--- src/rtl/dmem_arbiter.sv ---
// Two-requester round-robin arbiter in front of a single data memory port.
// Each granted access holds the memory for WAIT_CYC cycles, then acks its requester for one cycle.
module dmem_arbiter #(
  parameter int unsigned WAIT_CYC = 1
) (
  input  logic        iClk,
  input  logic        iRst_n,
  input  logic        iReq0,
  input  logic        iWr0,
  input  logic [31:0] iAddr0,
  input  logic [31:0] iWrData0,
  output logic        oAck0,
  output logic [31:0] oRdData0,
  input  logic        iReq1,
  input  logic        iWr1,
  input  logic [31:0] iAddr1,
  input  logic [31:0] iWrData1,
  output logic        oAck1,
  output logic [31:0] oRdData1,
  output logic        oMemRd,
  output logic        oMemWr,
  output logic [31:0] oMemAddr,
  output logic [31:0] oMemWrData,
  input  logic [31:0] iMemRdData,
  input  logic        iMemAccessable,
  output logic        oErr,
  output logic        oBusy
);

  localparam int unsigned CNT_W = 4;
  localparam int unsigned DW    = 32;

  typedef enum logic [1:0] {
    IDLE   = 2'd0,
    ACCESS = 2'd1,
    ACK    = 2'd2
  } state_t;

  state_t           state;
  state_t           state_nxt;
  logic [CNT_W-1:0] cnt;
  logic             lat_wr;
  logic             lat_id;
  logic             last_id;
  logic [DW-1:0]    lat_addr;
  logic [DW-1:0]    lat_wdata;
  logic [DW-1:0]    rd_q;
  logic             err_q;
  logic             any_req_c;
  logic             gnt_id_c;
  logic             last_cyc_c;

  // Round-robin pick: a tie goes to whoever was not granted last.
  always_comb begin
    any_req_c = iReq0 | iReq1;
    if (iReq0 && iReq1) gnt_id_c = ~last_id;
    else                gnt_id_c = iReq1;
    last_cyc_c = (cnt == CNT_W'(1));
  end

  // State register plus the per-access latches it controls.
  always_ff @(posedge iClk) begin
    if (!iRst_n) begin
      state     <= IDLE;
      cnt       <= '0;
      last_id   <= 1'b1;
      lat_wr    <= 1'b0;
      lat_id    <= 1'b0;
      lat_addr  <= '0;
      lat_wdata <= '0;
      rd_q      <= '0;
      err_q     <= 1'b0;
    end else begin
      state <= state_nxt;
      case (state)
        IDLE: begin
          if (any_req_c) begin
            lat_id    <= gnt_id_c;
            last_id   <= gnt_id_c;
            lat_wr    <= gnt_id_c ? iWr1 : iWr0;
            lat_addr  <= gnt_id_c ? iAddr1 : iAddr0;
            lat_wdata <= gnt_id_c ? iWrData1 : iWrData0;
            cnt       <= CNT_W'(WAIT_CYC);
          end
        end
        ACCESS: begin
          cnt <= cnt - CNT_W'(1);
          if (last_cyc_c) begin
            rd_q  <= (!lat_wr && iMemAccessable) ? iMemRdData : '0;
            err_q <= ~iMemAccessable;
          end
        end
        default: ;
      endcase
    end
  end

  // Next-state and output decode; memory strobes are live only inside ACCESS.
  always_comb begin
    state_nxt  = state;
    oMemRd     = 1'b0;
    oMemWr     = 1'b0;
    oMemAddr   = '0;
    oMemWrData = '0;
    oAck0      = 1'b0;
    oAck1      = 1'b0;
    oRdData0   = '0;
    oRdData1   = '0;
    oErr       = 1'b0;
    oBusy      = (state != IDLE);
    case (state)
      IDLE: begin
        if (any_req_c) state_nxt = ACCESS;
      end
      ACCESS: begin
        oMemAddr   = lat_addr;
        oMemWrData = lat_wdata;
        oMemRd     = ~lat_wr;
        // A reset landing on the final cycle must not leave a stray write behind.
        oMemWr     = lat_wr & last_cyc_c & iMemAccessable & iRst_n;
        if (last_cyc_c) state_nxt = ACK;
      end
      ACK: begin
        oAck0     = ~lat_id;
        oAck1     = lat_id;
        oRdData0  = lat_id ? '0 : rd_q;
        oRdData1  = lat_id ? rd_q : '0;
        oErr      = err_q;
        state_nxt = IDLE;
      end
      default: state_nxt = IDLE;
    endcase
  end

endmodule

--- config.mk ---
export PLATFORM = sky130hd
export DESIGN_NAME = dmem_arbiter
export DESIGN_NICKNAME = d
export VERILOG_FILES = /design/src/rtl/dmem_arbiter.sv
export SDC_FILE = /design/constraint.sdc
export NUM_CORES = 1
export LEC_CHECK = 0
export BUFFER_PORTS_ARGS = -buffer_cell sky130_fd_sc_hd__buf_2
export CORE_MARGIN = 2
export CORE_UTILIZATION = 35
export CTS_BUF_LIST = sky130_fd_sc_hd__clkbuf_16
export DETAILED_ROUTE_END_ITERATION = 6
export GPL_TIMING_DRIVEN = 1
export PLACE_DENSITY = 0.65
export SLEW_MARGIN = 20
export SYNTH_ARGS = -nofsm -noshare
export SYNTH_HDL_FRONTEND = slang
export SYNTH_SLANG_ARGS = --single-unit
--- constraint.sdc ---
create_clock -name iClk -period 3.1 [get_ports iClk]
set_input_delay 0.155 -clock iClk [delete_from_list [all_inputs] [get_ports iClk]]
set_output_delay 0.155 -clock iClk [all_outputs]
set_load 0.005 [all_outputs]
==> summary.txt <==
Timing
  • Period utilisation layout: 69.63%
  • Setup tns final: 0 ns
  • Pins Over Slew Limit: 0
  • Fmax: 463.3 MHz
  • Slew HR: 41.92%
  • Post-route clock skew: 0.006862 ns
  • RSZ-0062 raised after global routing: no
  • Final hold vios: 0
  • Worst slew pin tran: 0.8712 ns
  • Tmin final: 2.158 ns
  • WHS: 0.02330 ns
  • Endpoints failing setup: 0

Critical path
  • Crit path kind: reg2out
  • CP max-delay cell: dfxtp_1
  • Stages on worst setup path: 5
  • R2r endpoint: lat_addr[29]
  • Startpoint types: flip-flop
  • CP Data Arrival Time: 2.00 ns
  • Critical path, cell by cell: and2b_4 > and2_1 > buf_4 > and4_1 > buf_2
  • R2R Setup Slk: 1.27 ns
  • FF-to-FF path depth: 4
  • CP required: 2.94 ns
  • Crit path max-delay family: simple AND/OR/NAND/NOR gates
  • CP max stage delay: 0.48 ns
  • Critical path fanouts, max: 34
  • Crit path to: oMemWr
  • Buffers & Inverters on Critical Path: 2
  • Worst setup EP type: primary output
  • Worst r2r src: last_id
  • Setup crit start: state[0]

Clock tree
  • Clock tree sinks: 106
  • Hold buffer count at CTS: 0
  • CTS Buf Count: 9
  • CTS Root Cell: clkbuf_16
  • Post-cts sizing count: 0
  • Clock transition at the registers of the reported paths: 0.07 ns
  • Clock buffer depth: 2
  • TritonCTS clock tree: built
  • Post-CTS setup buffers: 0
  • Clk_lat worst skew: 0.35 ns
  • H-tree levels: 3

Drt
  • Routed vias: 5942
  • Post-Route WL: 18.00 mm
  • Drt pass-1 iters: 4
  • Routed Antenna Nets: 0
  • Drt via density: 5.019
  • DR DRC count: 0
  • WL/cell: 15.20 microns
  • DR iter-0 viols: 248

Final layout
  • Final Core Density: 47.21%
  • Nets@finish: 1132
  • Post-Layout Inst Area: 7417 sq um
  • P&R area growth vs syn: 33.15%
  • Most frequent cells in the layout: buf_2, nand2_1, and2_1
  • Commonest non-fill, non-tap cell in the layout: buf_2
  • Layout cells sized above 1: 35.57%
  • Fillers: 1599

Yosys
  • Synth Register Bits: 106
  • Synth Warn #: 0
  • Count of different cell masters after synthesis: 40
  • Top FF cell, synth: dfxtp_1
  • Syn Inst Count: 710
  • Fraction of registers with async set/reset: 0%
  • Per-instance average area after synthesis: 7.846 sq um
  • Seq/Total Area, Yosys: 38.10%
  • Net count after synthesis: 879
  • Post-synth EDFFs: 0
  • Cell area after synthesis: 5570 sq um

Global routing
  • Gr ovfl total: 0
  • Initial antenna violation count: 0
  • Via count of the first global-routing pass: 5364
  • First-pass GRT wire length: 27.34 mm
  • Largest net degree at the start of global routing: 70
  • GRT Util Overall: 20.35%

Power
  • Pwr/cell area: 479.4 nW/um^2
  • Peak supply drop: 307.5 uV
  • P_leak: 3.626 nW
  • Power Total: 0.003556 W

Die
  • Number of cell rows: 46
  • Die Span X: 130.2 microns
  • Initial Utilization: 35.45%
  • Die Ht: 130.2 microns
  • Core Box Area: 15710 sq um
  • Die area: 16940 sq um
  • I/O pin count: 301

Placed design
  • Port bufs: 300
  • Placed Instance Area: 7128 sq um
  • DP Wirelength: 12.55 mm
  • Gp weighted congestion: 0.8175

Worst hold path
  • Hold path cells: 2
  • Worst Hold Class: in2reg

Flow run
  • Max_cap viols: 0

Run status
  • Status: completed
[flip-flops by register name, indices dropped and copies added, names as in the netlist]
name and flops:
lat_addr 32, rd_q 32, lat_wr 1, cnt 4, err_q 1, last_id 1
state 2, lat_id 1, lat_wdata 32
[worst reg2reg max path: stages (launching register included)]
cell and delay, ns:
dfxtp_1 0.40, a21bo_2 0.61, buf_4 0.37, nand2_1 0.08, a311oi_1 0.27
[synthesized netlist by cell type (all sizes together) (2+ instances only)]
cell type,count,share of area [%]
a31o,32,5.0
clkbuf,31,2.1
nand3,2,0.18
o21a,2,0.27
dfxtp,106,38
a311oi,65,10
a211oi,4,0.63
and2,129,14
buf,43,4.6
a21oi,99,8.9
ha,2,0.45
o21ai,2,0.18
nor2,7,0.65
nand2,164,11
nor3b,2,0.56
and3b,2,0.31
inv,3,0.20
nor3,2,0.18
[cells by family (layout without fill, tap and decap cells)]
logic type | after synthesis | in the layout | share of synthesized area, %
buf+inv | 78 | 335 | 6.985
compound gates | 208 | 208 | 25.92
flops | 106 | 106 | 38.10
other cells | 0 | 1 | 0
simple gates | 315 | 315 | 28.39
fa+ha+maj | 2 | 2 | 0.4492
xor+xnor | 1 | 1 | 0.1573
[metrics by stage]
step | setup WS (ns) | cells
floorplan | 1.615 | 710
detailed placement | 1.271 | 1168
finish | 0.9416 | 1184
global route | 0.7430 | 1183
CTS | 0.9249 | 1183
global placement | 1.317 | 1168
[power breakdown]
group | switching [W] | leakage, nW | internal [W]
logic | 0.000489 | 2.61 | 0.000341
clock network | 0.000525 | 0.140 | 0.000619
registers | 0.0000801 | 0.873 | 0.00150
[area by class of cell]
class / instances / area [sq um] / area share [%]
Tap cell: 216 / 270.3 / 3.644
Antenna cell: 1 / 2.502 / 0.03374
Multi-Input combinational cell: 526 / 3074 / 41.45
Sequential cell: 106 / 2122 / 28.61
Timing Repair Buffer: 316 / 1647 / 22.20
Clock buffer: 9 / 225.2 / 3.036
Inverter: 4 / 15.01 / 0.2024
Clock inverter: 6 / 61.31 / 0.8266
[metal layers]
layer,track usage (%),up-vias,wire (microns)
met5,0,-,0
met3,4.838,22,1570
met4,7.147,0,327
met2,33.69,267,8485
met1,25.98,2672,7615
li1,-,2981,-
[worst min-delay path by stage]
stage                    from       end  slack (ns)
2_1_floorplan  iMemAccessable     err_q        0.25
3_3_place_gp    iMemRdData[6]   rd_q[6]        0.37
3_5_place_dp   iMemRdData[13]  rd_q[13]        0.38
4_1_cts        iMemRdData[11]  rd_q[11]       0.005
5_1_grt        iMemRdData[18]  rd_q[18]        0.01
6_report        iMemRdData[4]   rd_q[4]        0.02
Power figures use the tool's default switching activity.
